$ cat config.mk
export PLATFORM = sky130hd
export DESIGN_NAME = bc_poly_ctrl
export DESIGN_NICKNAME = d
export VERILOG_FILES = /design/src/rtl/bc_pkg.sv /design/src/rtl/bc_step_timer.sv /design/src/rtl/bc_poly_ctrl.sv
export SDC_FILE = /design/constraint.sdc
export NUM_CORES = 1
export LEC_CHECK = 0
export CAP_MARGIN = 20
export CORE_MARGIN = 5
export CORE_UTILIZATION = 29
export CTS_CLUSTER_DIAMETER = 100
export DETAILED_ROUTE_END_ITERATION = 10
export GPL_TIMING_DRIVEN = 1
export PLACE_DENSITY = 0.58
export SLEW_MARGIN = 20
export SYNTH_ARGS = -nofsm -noshare
export SYNTH_HDL_FRONTEND = slang
export SYNTH_HIERARCHICAL = 1
export SYNTH_SLANG_ARGS = --single-unit
$ cat constraint.sdc
create_clock -name clk -period 1.9 [get_ports clk]
set_clock_uncertainty 0.15 [all_clocks]
set_input_delay 0.285 -clock clk [delete_from_list [all_inputs] [get_ports clk]]
set_output_delay 0.285 -clock clk [all_outputs]
set_load 0.02 [all_outputs]
$ cat src/rtl/bc_pkg.sv
// Shared state encoding and datapath select/op constants for the polynomial controller.
package bc_pkg;

    localparam int CNT_W = 4;

    typedef enum logic [2:0] {
        IDLE   = 3'd0,
        LOAD_X = 3'd1,
        MUL1   = 3'd2,
        ADD1   = 3'd3,
        MUL2   = 3'd4,
        ADD2   = 3'd5,
        DONE   = 3'd6
    } state_t;

    localparam logic [1:0] SEL0_NONE = 2'b00;
    localparam logic [1:0] SEL0_A    = 2'b01;
    localparam logic [1:0] SEL0_B    = 2'b10;
    localparam logic [1:0] SEL0_C    = 2'b11;

    localparam logic [1:0] SEL1_M0 = 2'b00;
    localparam logic [1:0] SEL1_R0 = 2'b01;
    localparam logic [1:0] SEL1_R1 = 2'b10;
    localparam logic [1:0] SEL1_R2 = 2'b11;

    localparam logic [1:0] SEL2_R0 = 2'b00;
    localparam logic [1:0] SEL2_M0 = 2'b01;
    localparam logic [1:0] SEL2_R1 = 2'b10;
    localparam logic [1:0] SEL2_R2 = 2'b11;

    localparam logic OP_ADD = 1'b0;
    localparam logic OP_MUL = 1'b1;

    function automatic logic is_alu_step(input state_t s);
        return (s == MUL1) || (s == ADD1) || (s == MUL2) || (s == ADD2);
    endfunction

endpackage

$ cat src/rtl/bc_step_timer.sv
// Hold-cycle counter for one ALU step; last marks the final cycle of the step.
module bc_step_timer #(
    parameter int ALU_LAT = 1
) (
    input  logic clk,
    input  logic rst,
    input  logic clear,
    input  logic enable,
    output logic last
);
    import bc_pkg::*;

    logic [CNT_W-1:0] cnt;

    assign last = (cnt == CNT_W'(ALU_LAT - 1));

    // Wraps to zero on the final cycle so the next step starts fresh.
    always_ff @(posedge clk or negedge rst) begin
        if (!rst) begin
            cnt <= '0;
        end else if (clear || last) begin
            cnt <= '0;
        end else if (enable) begin
            cnt <= cnt + 1'b1;
        end
    end

endmodule

$ cat src/rtl/bc_poly_ctrl.sv
// Horner sequencer for P = (A*x + B)*x + C; drives all datapath selects and load strobes.
// Define BC_ABORT_EN to add the abort input.
//
// state  | meaning
// IDLE   | waiting for start
// LOAD_X | load R0 with x
// MUL1   | R1 <= A * R0
// ADD1   | R1 <= R1 + B
// MUL2   | R1 <= R1 * R0
// ADD2   | R2 <= R1 + C
// DONE   | result valid in R2, one-cycle done pulse
module bc_poly_ctrl #(
    parameter int ALU_LAT = 1
) (
    input  logic       clk,
    input  logic       rst,
`ifdef BC_ABORT_EN
    input  logic       abort,
`endif
    input  logic       start,
    output logic       busy,
    output logic       done,
    output logic [1:0] M0,
    output logic [1:0] M1,
    output logic [1:0] M2,
    output logic       H,
    output logic       LX,
    output logic       LH,
    output logic       LS
);
    import bc_pkg::*;

    state_t state;
    logic   step;
    logic   last;
    logic   abort_hit;
    logic   fire;

    assign step = is_alu_step(state);

`ifdef BC_ABORT_EN
    assign abort_hit = abort && (step || (state == LOAD_X));
`else
    assign abort_hit = 1'b0;
`endif

    assign fire = last && !abort_hit;

    bc_step_timer #(.ALU_LAT(ALU_LAT)) u_timer (
        .clk    (clk),
        .rst    (rst),
        .clear  (!step || abort_hit),
        .enable (step),
        .last   (last)
    );

    always_ff @(posedge clk or negedge rst) begin
        if (!rst) begin
            state <= IDLE;
        end else if (abort_hit) begin
            state <= IDLE;
        end else begin
            case (state)
                IDLE:    if (start) state <= LOAD_X;
                LOAD_X:  state <= MUL1;
                MUL1:    if (last) state <= ADD1;
                ADD1:    if (last) state <= MUL2;
                MUL2:    if (last) state <= ADD2;
                ADD2:    if (last) state <= DONE;
                DONE:    state <= IDLE;
                default: state <= IDLE;
            endcase
        end
    end

    // Moore decode; strobes are suppressed in a cycle where abort wins.
    always_comb begin
        busy = 1'b0;
        done = 1'b0;
        M0   = SEL0_NONE;
        M1   = SEL1_M0;
        M2   = SEL2_R0;
        H    = OP_ADD;
        LX   = 1'b0;
        LH   = 1'b0;
        LS   = 1'b0;
        case (state)
            LOAD_X: begin
                busy = 1'b1;
                LX   = !abort_hit;
            end
            MUL1: begin
                busy = 1'b1;
                M0   = SEL0_A;
                M1   = SEL1_M0;
                M2   = SEL2_R0;
                H    = OP_MUL;
                LH   = fire;
            end
            ADD1: begin
                busy = 1'b1;
                M0   = SEL0_B;
                M1   = SEL1_R1;
                M2   = SEL2_M0;
                H    = OP_ADD;
                LH   = fire;
            end
            MUL2: begin
                busy = 1'b1;
                M0   = SEL0_NONE;
                M1   = SEL1_R1;
                M2   = SEL2_R0;
                H    = OP_MUL;
                LH   = fire;
            end
            ADD2: begin
                busy = 1'b1;
                M0   = SEL0_C;
                M1   = SEL1_R1;
                M2   = SEL2_M0;
                H    = OP_ADD;
                LS   = fire;
            end
            DONE: begin
                done = 1'b1;
            end
            default: begin
                busy = 1'b0;
            end
        endcase
    end

endmodule

==> summary.txt, run 1 <==
status: finished clean
final setup fails: 0
Placed Instance Area: 738 sq um
Clock Root Buffer: clkbuf_4
# rows: 15
Clock Latency Late Sink: 0.25 ns
Syn. warnings: 6
pwr dens: 1630 mW/mm^2
Starting Density: 29.9%
total routed wirelength: 1.24 mm
IO buf count: 12
core area: 0.00171 sq mm
worst vdd ir: 0.772 mV
Worst setup SP type: flip-flop
die width: 52.0 um
antenna violation net count after detailed routing: 0
Worst Setup End Kind: output pin
max_cap viols: 0
cells on worst reg2reg path: 6
Final Max Slew Viols: 0
CP Class: flip-flop to output pin
Wirelength per Cell: 11.6 um
Critical Path Slowest Stage Cell: dfrtp_1
initial antenna violation count: 0
Crit path max-delay family: flip-flops
dpl ws: -0.132 ns
CTS clk-pin slew, worst paths: 0.05 ns
Syn Area/Cell: 8.96 sq um
Final Instance Area: 757 sq um
mapped cell area: 510 sq um
fin crit period: 1.82 ns
GRT Util Overall: 11.6%
Via density: 4.37
die area: 0.00270 sq mm
count leader, synth: dfrtp_1
Ports: 15
RePlAce Congestion: 0.775
leakage: 0.000379 uW
CTS max path bufs: 2
vias in the first global route: 490
DRC: 0
Yosys cell types: 27
Commonest cells post-synth: 7 x dfrtp_1, 4 x inv_1, 4 x nor2_1
async set-reset flop share out of synthesis: 100%
Detailed Place HPWL: 954 um
vias after detailed routing: 468
R2R Setup Slk: 0.18 ns
grt ovf: 0
setup TNS: 0 ns
CP Cell Sequence: inv_1 -> ha_1 -> nor3b_4 -> inv_1 -> a21oi_2 -> buf_4
clock sinks: 7
EDFF count, synth: 0
hold_buf cts: 0
die height: 52.0 um
Final #Nets: 88
CTS tree: yes
global-route wire length before repair: 2.21 mm
largest net degree at the start of global routing: 13
worst reg2reg path startpoint: state[1]$_DFFE_PN0P_
TritonRoute pass-1 iters: 3
worst-path fanout max: 3
fmax: 548 MHz
RSZ-0062 raised after global routing: yes
hold_ws: 0.152 ns
fraction of final layout cells sized beyond drive strength 1: 37.8%
Yosys reg bits: 7
max incr delay on CP: 0.38 ns
Seq/Total Area, Yosys: 34.3%
post-synthesis cell count: 57
FF-to-FF End: u_timer/cnt[3]$_DFFE_PN0P_
Hold Fails Final Rpt: 0
Primary FF master, synth: dfrtp_1
Synth top area share: 34.3%
Buf/Inv on CP: 3
area grow syn2layout: 48.3%
CP dominant cell by count: inv_1
Data arrival, critical path: 1.39 ns
final cycle utilization of the critical path: 96.0%
htree depth: 1
leading area contributor after synthesis: dfrtp_1
Hold WC Path Type: primary input to async pin
worst setup slack after layout: 0.0751 ns
top post-synthesis cells by area: dfrtp_1 34%, xnor2_1 5.1%, ha_1 4.9%
n_diodes: 0
DRT iter0 DRCs: 2
CP Data Required Time: 1.46 ns
cts bufs inserted: 3
-- power breakdown --
group / switching, uW / internal [uW]
Sequential: 29.2 / 181
Combinational: 494 / 393
Clock: 56.5 / 80.2
-- timing repair --
action,4_1_cts,5_1_grt
buffers inserted,0,0
gates resized for setup,22,16
setup endpoints to repair,10,8
-- per-layer routing --
layer	global-route usage, %	up-vias	routed length [um]	part of all wire, %
met5	0	-	0	0
met4	7.86	0	31	2.5
met3	4.58	4	75	6.1
met2	16.3	11	576	47
met1	14.2	214	552	45
li1	-	239	-	-
-- through the flow --
step	total power [uW]	instances	util (%)
6_report	1230	107	44.3
2_1_floorplan	732	58	-
3_5_place_dp	1140	103	43.2
3_3_place_gp	1140	103	43.2
5_1_grt	1350	107	44.3
4_1_cts	1210	107	44.2
-- worst max-delay path by stage --
stage                                    start     to  slack [ns]  cells past startpoint
floorplan           u_timer/cnt[0]$_DFFE_PN0P_     LH        0.07                      5
global placement    u_timer/cnt[1]$_DFFE_PN0P_     LH       -0.11                      6
detailed placement  u_timer/cnt[0]$_DFFE_PN0P_     LS       -0.13                      6
CTS                       state[2]$_DFFE_PN0P_  M2[0]       0.006                      4
global route        u_timer/cnt[1]$_DFFE_PN0P_     LH       -0.06                      6
finish              u_timer/cnt[0]$_DFFE_PN0P_     LH        0.08                      6
-- placed cells by master, fill, tap and decap left out, drive strengths merged, types with 2 or more instances in the layout --
cell type / instances
ha: 2
nor2: 4
nor3: 3
conb: 2
a21oi: 2
xnor2: 3
dfrtp: 7
or3b: 2
nor3b: 2
o21ai: 3
clkdlybuf4s50: 2
clkbuf: 9
nand2b: 2
nand3b: 2
buf: 16
inv: 4
nand2: 3
nor2b: 3
-- worst register-to-register path: stages (launching register included) --
cell and delay (ns):
dfrtp_1 0.40, buf_4 0.19, xnor2_4 0.20, buf_4 0.18
inv_1 0.08, nand4_1 0.11, mux2_4 0.30
-- registers in the layout, indices dropped and copies added, names as in the netlist --
name and cells:
state 3, u_timer/cnt 4
-- area by class of cell --
cell class              count  area (sq um)
fillers                   178           951
inverters                   4          15.0
flip-flops and latches      7           175
well taps                  25          31.3
multi-input cells          42           328
repair buffers             25           181
clock buffers               4          26.3
-- cells by family (layout without fill, tap and decap cells) --
kind of cell	count (synthesis)	in the layout	synth area share, %
AND/OR/NAND/NOR	24	24	28.4
AO/OA/AOI/OAI	9	9	12.7
buffers and inverters	9	33	8.82
flip-flops	7	7	34.3
XOR/XNOR	3	3	5.15
adder cells (fa/ha/maj)	2	2	4.90
multiplexers	2	2	4.90
other	1	2	0.735
Power figures use the tool's default switching activity.
==> inputs of run 2 (changes only) <==
- SLEW_MARGIN: 20 -> unset
==> results of run 2 <==
The final DEF is identical to that of run 1; final timing and power are the same.
==> RTL change: new RTL, config.mk and constraints of run 2 <==
Set the package constant `CNT_W` to 6 (it was 4).
--- a/src/rtl/bc_pkg.sv
+++ b/src/rtl/bc_pkg.sv
@@ -1,7 +1,7 @@
 // Shared state encoding and datapath select/op constants for the polynomial controller.
 package bc_pkg;
 
-    localparam int CNT_W = 4;
+    localparam int CNT_W = 6;
 
     typedef enum logic [2:0] {
         IDLE   = 3'd0,
Formal check against the unedited RTL: same outputs for any inputs over 10 cycles, from zero or initial values and one cycle with rst low; that may be too few to reach the edited logic, so the function may still have changed.
==> RTL change against run 2 <==
Wire length up 21%. Area after synthesis is 22% higher. Count of clock-buffer cells in the layout unchanged. Sequential cell count is 2 higher. Critical path type unchanged. Setup slack got worse by 0.12 ns. Via count grew 16%. The run now ends with negative setup slack left. Largest cell class unchanged. Sequential power rose by 25%. Critical path depth is 1 higher. Combinational power is 5.0% higher. Cell area rose by 19%. Fmax fell by 5.9%. Power up 8.5%.
==> RTL change: results (changes against run 2) <==
synth cell count leaders 9 x dfrtp_1, 8 x nor2_1, 5 x inv_1, 5 x nand2_1, 4 x o21ai_0 (was 7 x dfrtp_1, 4 x inv_1, 4 x nor2_1); share of cells above drive strength 1 37.89% (was 37.80%); drt pass-1 iters 2 (was 3); post-synthesis area per instance 9.145 µm² (was 8.956 µm²); CTS H-tree depth 1 (unchanged); # fillers 212 (was 178); top-count cell post-synth dfrtp_1 (unchanged); Regs by FF count u_timer/cnt: 6 flops, state: 3 flops (was u_timer/cnt: 4 flops, state: 3 flops); slowest CP cell dfrtp_1 (unchanged); Routed WL 1497 µm (was 1236 µm); Global Route Usage Sum 10.09% (was 11.58%); Nets 101 (was 88); register area share after synthesis 36.22% (was 34.31%); DR WL/cell 12.27 µm (was 11.55 µm); Port Buffers 12 (unchanged); first-pass GRT wire length 2463 µm (was 2208 µm); Setup TNS Final -0.07858 ns (was 0 ns); Worst EP arrival 1.50 ns (was 1.39 ns); hpwl dp 1114 µm (was 954 µm); area of the multi-input gates 389.1 µm² (was 327.8 µm²); multi-input gate count 50 (was 42); Async S/R FF share, synth 100.0% (unchanged); RD Place Congestion 0.7280 (was 0.7754); Area contributors post-synth dfrtp_1 36%, nor2_1 4.8%, o41ai_4 4.4% (was dfrtp_1 34%, xnor2_1 5.1%, ha_1 4.9%); Leak 0.4445 nW (was 0.3791 nW); initial antenna violation count 0 (unchanged); Non-clk bufs 27 (was 25); worst hold path class input pin to asynchronous set/reset pin (unchanged); GR Layer Usage met1 12.15% (was 14.19%); maximum VDD drop 0.8585 mV (was 0.7715 mV); status finished, violations left (was completed); Clock Sinks 9 (was 7); count of non-CTS inverters in the layout 5 (was 4); Global Route met3 Usage 3.440% (was 4.585%); Area after DPL 864.6 µm² (was 738.2 µm²); Netlist cell types 30 (was 27); area delta synth->final 45.07% (was 48.28%); Placed Cells 117 (was 103); met2 global-route usage 16.36% (was 16.32%); max FFs per register 6 (was 4); vias per cell 4.434 (was 4.374); final setup margin -0.03999 ns (was 0.07506 ns); ANT cells 0 (unchanged); Layout non-clock buf frac 23.02% (was 23.97%); failing checks negative setup slack; Cells after Synth 68 (was 57); root buf cell clkbuf_4 (unchanged); number of DRC markers in iteration 0 12 (was 2); via count of the first global-routing pass 565 (was 490); FF+latch area 226.5 µm² (was 175.2 µm²); final setup vio count 2 (was 0); CTS buffer count 3 (unchanged); Worst Setup Slack post-DPL -0.2811 ns (was -0.1317 ns); clock-cell share of area 2.913% (was 3.471%)
RTL change: cell count changes in the layout (fill, tap and decap cells not counted), moves of 2 or more:
cell             change
buf_6                +2
xor2_1               +3
nor2_1               +4
inv_2                +2
nor3_1               -2
nand2_1              +2
clkdlybuf4s15_1      +2
RTL change: what timing repair did:
action,in CTS,in global routing
endpoints found under the hold margin,0,0
setup endpoints to repair,13,10
pin swaps,1,2
cloned,0,1
resized for setup,28,14
RTL change: report_power, final:
part / internal (mW) / switching (mW) / total [mW]
combinational: 0.421 / 0.510 / 0.931
clock: 0.0807 / 0.0637 / 0.144
sequential: 0.226 / 0.0376 / 0.264
RTL change: kinds of logic (layout without fill, tap and decap cells):
logic type      Yosys count  in the layout  share of synthesized area, %
xor+xnor                  6              6                         8.452
flops                     9              9                         36.22
compound gates           10             10                         14.29
mux                       1              1                         1.610
buf+inv                  10             36                         7.846
fa+ha+maj                 2              2                         4.024
simple gates             29             29                         26.96
other cells               1              2                        0.6030
RTL change: routing by layer:
layer	routed length, µm	vias up	part of all wire [%]
li1	-	278	-
met1	678	249	45
met2	731	14	49
met3	87	0	5.8
met4	0	0	0
met5	0	-	0
RTL change: path summary, 6_finish.rpt:
kind / start / to / slack, ns / depth (start not counted)
max: u_timer/cnt[1] / LH / -0.04 / 7
min: rst / u_timer/cnt[5] / 0.18 / 1
max reg2reg: state[1] / u_timer/cnt[5] / 0.13 / 7
min reg2reg: u_timer/cnt[5] / u_timer/cnt[5] / 0.43 / 2
max in group asynchronous: rst / state[1] / 1.11 / 1
min in group clk: u_timer/cnt[5] / u_timer/cnt[5] / 0.43 / 2
